[src/rtl/axi_mm_mem_arbiter.sv]
// axi_mm_mem_arbiter: two-requester round-robin arbiter with per-grant burst limit onto one
// byte-strobed block-RAM port. Define AXI_MM_MEM_ARB_FIXED_PRIO_EN for fixed priority to requester 0.
module axi_mm_mem_arbiter #(
    parameter int C_S_AXI_DATA_WIDTH = 32,
    parameter int OPT_MEM_ADDR_BITS  = 10,
    parameter int MAX_BURST          = 4
) (
    input  logic                                clk,
    input  logic                                rst_n,
    input  logic                                req0_valid,
    output logic                                req0_ready,
    input  logic                                req0_we,
    input  logic [C_S_AXI_DATA_WIDTH/8-1:0]     req0_wstrb,
    input  logic [C_S_AXI_DATA_WIDTH-1:0]       req0_wdata,
    input  logic [OPT_MEM_ADDR_BITS:0]          req0_addr,
    output logic                                rsp0_valid,
    output logic [C_S_AXI_DATA_WIDTH-1:0]       rsp0_rdata,
    input  logic                                req1_valid,
    output logic                                req1_ready,
    input  logic                                req1_we,
    input  logic [C_S_AXI_DATA_WIDTH/8-1:0]     req1_wstrb,
    input  logic [C_S_AXI_DATA_WIDTH-1:0]       req1_wdata,
    input  logic [OPT_MEM_ADDR_BITS:0]          req1_addr,
    output logic                                rsp1_valid,
    output logic [C_S_AXI_DATA_WIDTH-1:0]       rsp1_rdata,
    output logic                                mem_wen,
    output logic                                mem_ren,
    output logic [C_S_AXI_DATA_WIDTH/8-1:0]     mem_wstrb,
    output logic [C_S_AXI_DATA_WIDTH-1:0]       mem_wdata,
    output logic [OPT_MEM_ADDR_BITS:0]          mem_addr,
    input  logic [C_S_AXI_DATA_WIDTH-1:0]       mem_rdata
);
    typedef enum logic [1:0] {IDLE, GRANT0, GRANT1} state_t;

    state_t     state_q, state_d;
    logic       ptr_q, ptr_d;
    logic [7:0] cnt_q, cnt_d;
    logic [1:0] rsp_q;
    logic       sel, v_sel, v_oth, beat, we_sel, at_limit, may_yield;
    state_t     other;

`ifdef AXI_MM_MEM_ARB_FIXED_PRIO_EN
    localparam bit FIXED_PRIO = 1'b1;
`else
    localparam bit FIXED_PRIO = 1'b0;
`endif

    // Arbitration, burst counting and combinational memory port drive from the granted requester
    always_comb begin
        sel        = (state_q == GRANT1);
        req0_ready = (state_q == GRANT0);
        req1_ready = (state_q == GRANT1);
        v_sel      = sel ? req1_valid : req0_valid;
        v_oth      = sel ? req0_valid : req1_valid;
        we_sel     = sel ? req1_we : req0_we;
        other      = sel ? GRANT0 : GRANT1;
        beat       = (state_q != IDLE) && v_sel;
        at_limit   = (cnt_q >= 8'(MAX_BURST - 1));
        // Under fixed priority only requester 1 is bounded by the burst limit
        may_yield  = !FIXED_PRIO || sel;
        mem_wen    = beat && we_sel;
        mem_ren    = beat && !we_sel;
        mem_addr   = sel ? req1_addr : req0_addr;
        mem_wdata  = sel ? req1_wdata : req0_wdata;
        mem_wstrb  = sel ? req1_wstrb : req0_wstrb;
        state_d    = state_q;
        if (state_q == IDLE) begin
            // Round-robin tie goes to the requester that was not granted last
            if (req0_valid && (!req1_valid || ptr_q || FIXED_PRIO))
                state_d = GRANT0;
            else if (req1_valid)
                state_d = GRANT1;
        end else if (!v_sel) begin
            state_d = v_oth ? other : IDLE;
        end else if (v_oth && at_limit && may_yield) begin
            state_d = other;
        end
        cnt_d = (state_d != state_q) ? 8'd0 :
                (beat && cnt_q != 8'(MAX_BURST)) ? cnt_q + 8'd1 : cnt_q;
        ptr_d = (state_d == GRANT0) ? 1'b0 : (state_d == GRANT1) ? 1'b1 : ptr_q;
    end

    // State, pointer, beat counter and read-response tag registers
    always_ff @(posedge clk) begin
        if (!rst_n) begin
            state_q <= IDLE;
            ptr_q   <= 1'b1;
            cnt_q   <= 8'd0;
            rsp_q   <= 2'b00;
        end else begin
            state_q <= state_d;
            ptr_q   <= ptr_d;
            cnt_q   <= cnt_d;
            rsp_q   <= {mem_ren && sel, mem_ren && !sel};
        end
    end

    assign rsp0_valid = rsp_q[0];
    assign rsp1_valid = rsp_q[1];
    assign rsp0_rdata = mem_rdata;
    assign rsp1_rdata = mem_rdata;
endmodule

[config.mk]
export PLATFORM = sky130hd
export DESIGN_NAME = axi_mm_mem_arbiter
export DESIGN_NICKNAME = d
export VERILOG_FILES = /design/src/rtl/axi_mm_mem_arbiter.sv
export SDC_FILE = /design/constraint.sdc
export NUM_CORES = 1
export LEC_CHECK = 0
export ABC_AREA = 1
export BUFFER_PORTS_ARGS = -buffer_cell sky130_fd_sc_hd__buf_2
export CAP_MARGIN = 20
export CORE_AREA = 5 5 93 95
export CTS_CLUSTER_DIAMETER = 30
export DETAILED_ROUTE_END_ITERATION = 10
export DIE_AREA = 0 0 98 100
export GPL_TIMING_DRIVEN = 0
export PLACE_DENSITY = 0.64
export SLEW_MARGIN = 20
export SYNTH_ARGS = -nofsm -noshare
export SYNTH_HDL_FRONTEND = slang
export SYNTH_SLANG_ARGS = --single-unit
[constraint.sdc]
create_clock -name clk -period 2.26 [get_ports clk]
set_input_delay 0.339 -clock clk [delete_from_list [all_inputs] [get_ports clk]]
set_output_delay 0.339 -clock clk [all_outputs]
set_load 0.1 [all_outputs]
==> summary.md <==
| Metric | Value |
|---|---|
| Final-report hold violation count | 0 |
| Worst setup SP type | flip-flop |
| Post-layout instance count excluding filler cells | 662 |
| Area share of the largest cell type after synthesis | 33.3% |
| Achievable Freq | 0.478 GHz |
| Core area | 0.00765 mm² |
| Layout cells sized above 1 | 56.3% |
| Critical path fanouts, max | 10 |
| Crit path required time | 1920 ps |
| Die H | 100 µm |
| P&R area growth vs syn | 76.4% |
| Number of antenna repair diodes | 0 |
| Pwr per Cell Area | 946 mW/mm² |
| Half-perimeter wire length of the detailed placement result | 7400 µm |
| Sequential fraction of the synthesis area | 13.8% |
| CP endpoint kind | primary output |
| Congestion Overflow GR | 0 |
| TritonRoute pass-1 iters | 4 |
| Clock insertion delay at the later pin of the skew report | 240 ps |
| Flop and latch count out of synthesis | 13 |
| Final RePlAce weighted congestion | 0.826 |
| Htree depth | 1 |
| Initial core utilization | 24.6% |
| Kind of critical path | reg2out |
| Largest net degree at the start of global routing | 11 |
| Finished Core Util | 43.4% |
| Floorplan die width | 98 µm |
| Actual transition at the worst max-transition pin | 507 ps |
| Result of the run | finished, final reports clean |
| VDD IR max | 0.646 mV |
| Sink Count | 13 |
| Avg WL per Cell | 12.6 µm |
| Net count reported at finish | 696 |
| I/O Pins | 249 |
| Average via count per standard cell | 3.93 |
| Buffers from clock root to sink, at most | 2 |
| Max Slew Vio Count | 0 |
| Distinct cell type count of the synthesized netlist | 23 |
| Mean area per synthesized cell | 5.55 µm² |
| Setup violation total in the final timing report | 0 |
| Global-route wire length before repair | 12600 µm |
| Instance count after placement with tap cells included | 657 |
| Overall die area | 0.00980 mm² |
| Setup repair after global routing missed its margin | no |
| Storage cell area | 263 µm² |
| Number of cells on the worst hold path | 3 |
| Post-route clock skew | 0.431 ps |
| Number of buffers created by CTS | 3 |
| Worst path arrival time | 1750 ps |
| Multi-input combinational cell area | 0.00103 mm² |
| Drt initial violations | 39 |
| Warnings from Yosys | 0 |
| DRC violations left | 0 |
| Final setup TNS | 0 ps |
| Tcrit/Tclk final | 92.5% |
| Number of antenna violations at the first check in global routing | 0 |
| Number of cells on the worst reg-to-reg path | 15 |
| All-layer global routing usage | 15.5% |
| Synth area leaders | sky130_fd_sc_hd__nand2_1 (33%), sky130_fd_sc_hd__buf_4 (26%), sky130_fd_sc_hd__dfxtp_1 (14%) |
| Antenna viol nets, final | 0 |
| Cell taking the most area after synthesis | sky130_fd_sc_hd__nand2_1 |
| Min-Delay Path Class | in2reg |
| Clock transition at the registers of the reported paths | 50 ps |
| Post-route total power | 3.14 mW |
| Routed via count | 2601 |
| Minimum clock period after layout | 2090 ps |
| Post-synthesis cell area | 0.00188 mm² |
| # fillers | 850 |
| Floorplan row count | 32 |
| Root Buffer Master | sky130_fd_sc_hd__clkbuf_8 |
| Max-slew headroom | 66.5% |
| Via count of the first global-routing pass | 2648 |
| Maximum capacitance violations | 0 |
| Synthesized instance count | 339 |
| Overall routed net length | 8360 µm |
| Leakage Power | 2.07 nW |
| IO buf count | 216 |
| Nets in the synthesized netlist | 474 |
| Clock tree from TritonCTS | yes |
-- critical path: stages, from the launching register on --
cell                       delay (ps)
sky130_fd_sc_hd__dfxtp_1          360
sky130_fd_sc_hd__inv_2             80
sky130_fd_sc_hd__nand2_4          120
sky130_fd_sc_hd__clkbuf_2         260
sky130_fd_sc_hd__buf_2            260
sky130_fd_sc_hd__nand2_1           80
sky130_fd_sc_hd__nand2_1           70
sky130_fd_sc_hd__buf_4            280
-- worst paths after layout --
path,startpoint,end,slack (ps)
worst max-delay path,state_q[0],mem_wdata[7],170
worst min-delay path,rst_n,state_q[1],340
worst max register to register,cnt_q[0],ptr_q,220
worst min register to register,ptr_q,ptr_q,510
-- registers in the layout, indices dropped and copies added, names as in the netlist --
signal and cells:
rsp_q 2, ptr_q 1, state_q 2, cnt_q 8
-- routing by layer --
metal  track usage [%]  part of all wire, %
met2              30.6                   55
met5                 0                    0
met3              6.25                  9.8
met1              15.9                   34
met4              1.38                 0.55
-- cells by family after synthesis --
kind of cell | Yosys count | share of synthesized area, %
buffers and inverters | 100 | 32.8
AOI/OAI and AO/OA | 9 | 2.99
xor gates and xnor gates | 7 | 3.26
adders and majority gates | 3 | 2.00
DFF | 13 | 13.8
and+or+nand+nor | 207 | 45.1
-- through the flow --
step                hold slack [ps]  cell area (µm²)  setup WS, ps
floorplan                       429             1900         -26.3
global placement                452             3110          -118
detailed placement              479             3110          -119
CTS                             342             3240          6.52
global route                    388             3320          5.55
finish                          343             3320           169
-- synth_stat cells, drive strengths merged --
| cell | number |
|---|---|
| nand2 | 171 |
| buf | 66 |
| inv | 25 |
| nor2 | 24 |
| dfxtp | 13 |
| clkbuf | 8 |
| nand3 | 7 |
| xor2 | 7 |
| o21ai | 6 |
| a21oi | 3 |
| ha | 3 |
| nor3 | 3 |
| clkinv | 1 |
| nand4 | 1 |
| or2 | 1 |
-- where the power goes --
part | leakage (nW) | internal (mW) | switching, mW | total, mW
logic | 1.94 | 0.528 | 2.14 | 2.66
clock network | 0.0228 | 0.125 | 0.0831 | 0.208
registers | 0.106 | 0.249 | 0.0170 | 0.266
total | 2.07 | 0.902 | 2.24 | 3.14
-- cell usage in the layout (no fill, tap or decap), drive strengths merged --
cell type,netlist,routed
buf,66,280
nand2,171,171
inv,25,25
nor2,24,24
clkbuf,8,15
dfxtp,13,13
xor2,7,7
nand3,7,7
o21ai,6,6
a21oi,3,3
nor3,3,3
ha,3,3
or2,1,1
clkinv,1,1
nand4,1,1
-- area by class of cell --
cell class	count	share of cell area, %
plain buffers	74	16.1
repair buffers	217	36.7
flip-flops and latches	13	7.92
well taps	102	3.85
clock buffers	4	1.36
inverters	26	2.94
multi-input cells	226	31.1
-- what timing repair did --
action	CTS	global route
setup endpoints to repair	33	49
buffers inserted	0	1
hold buffers	0	0
gates resized for setup	36	27
pin swaps	0	3
Power figures use the tool's default switching activity.
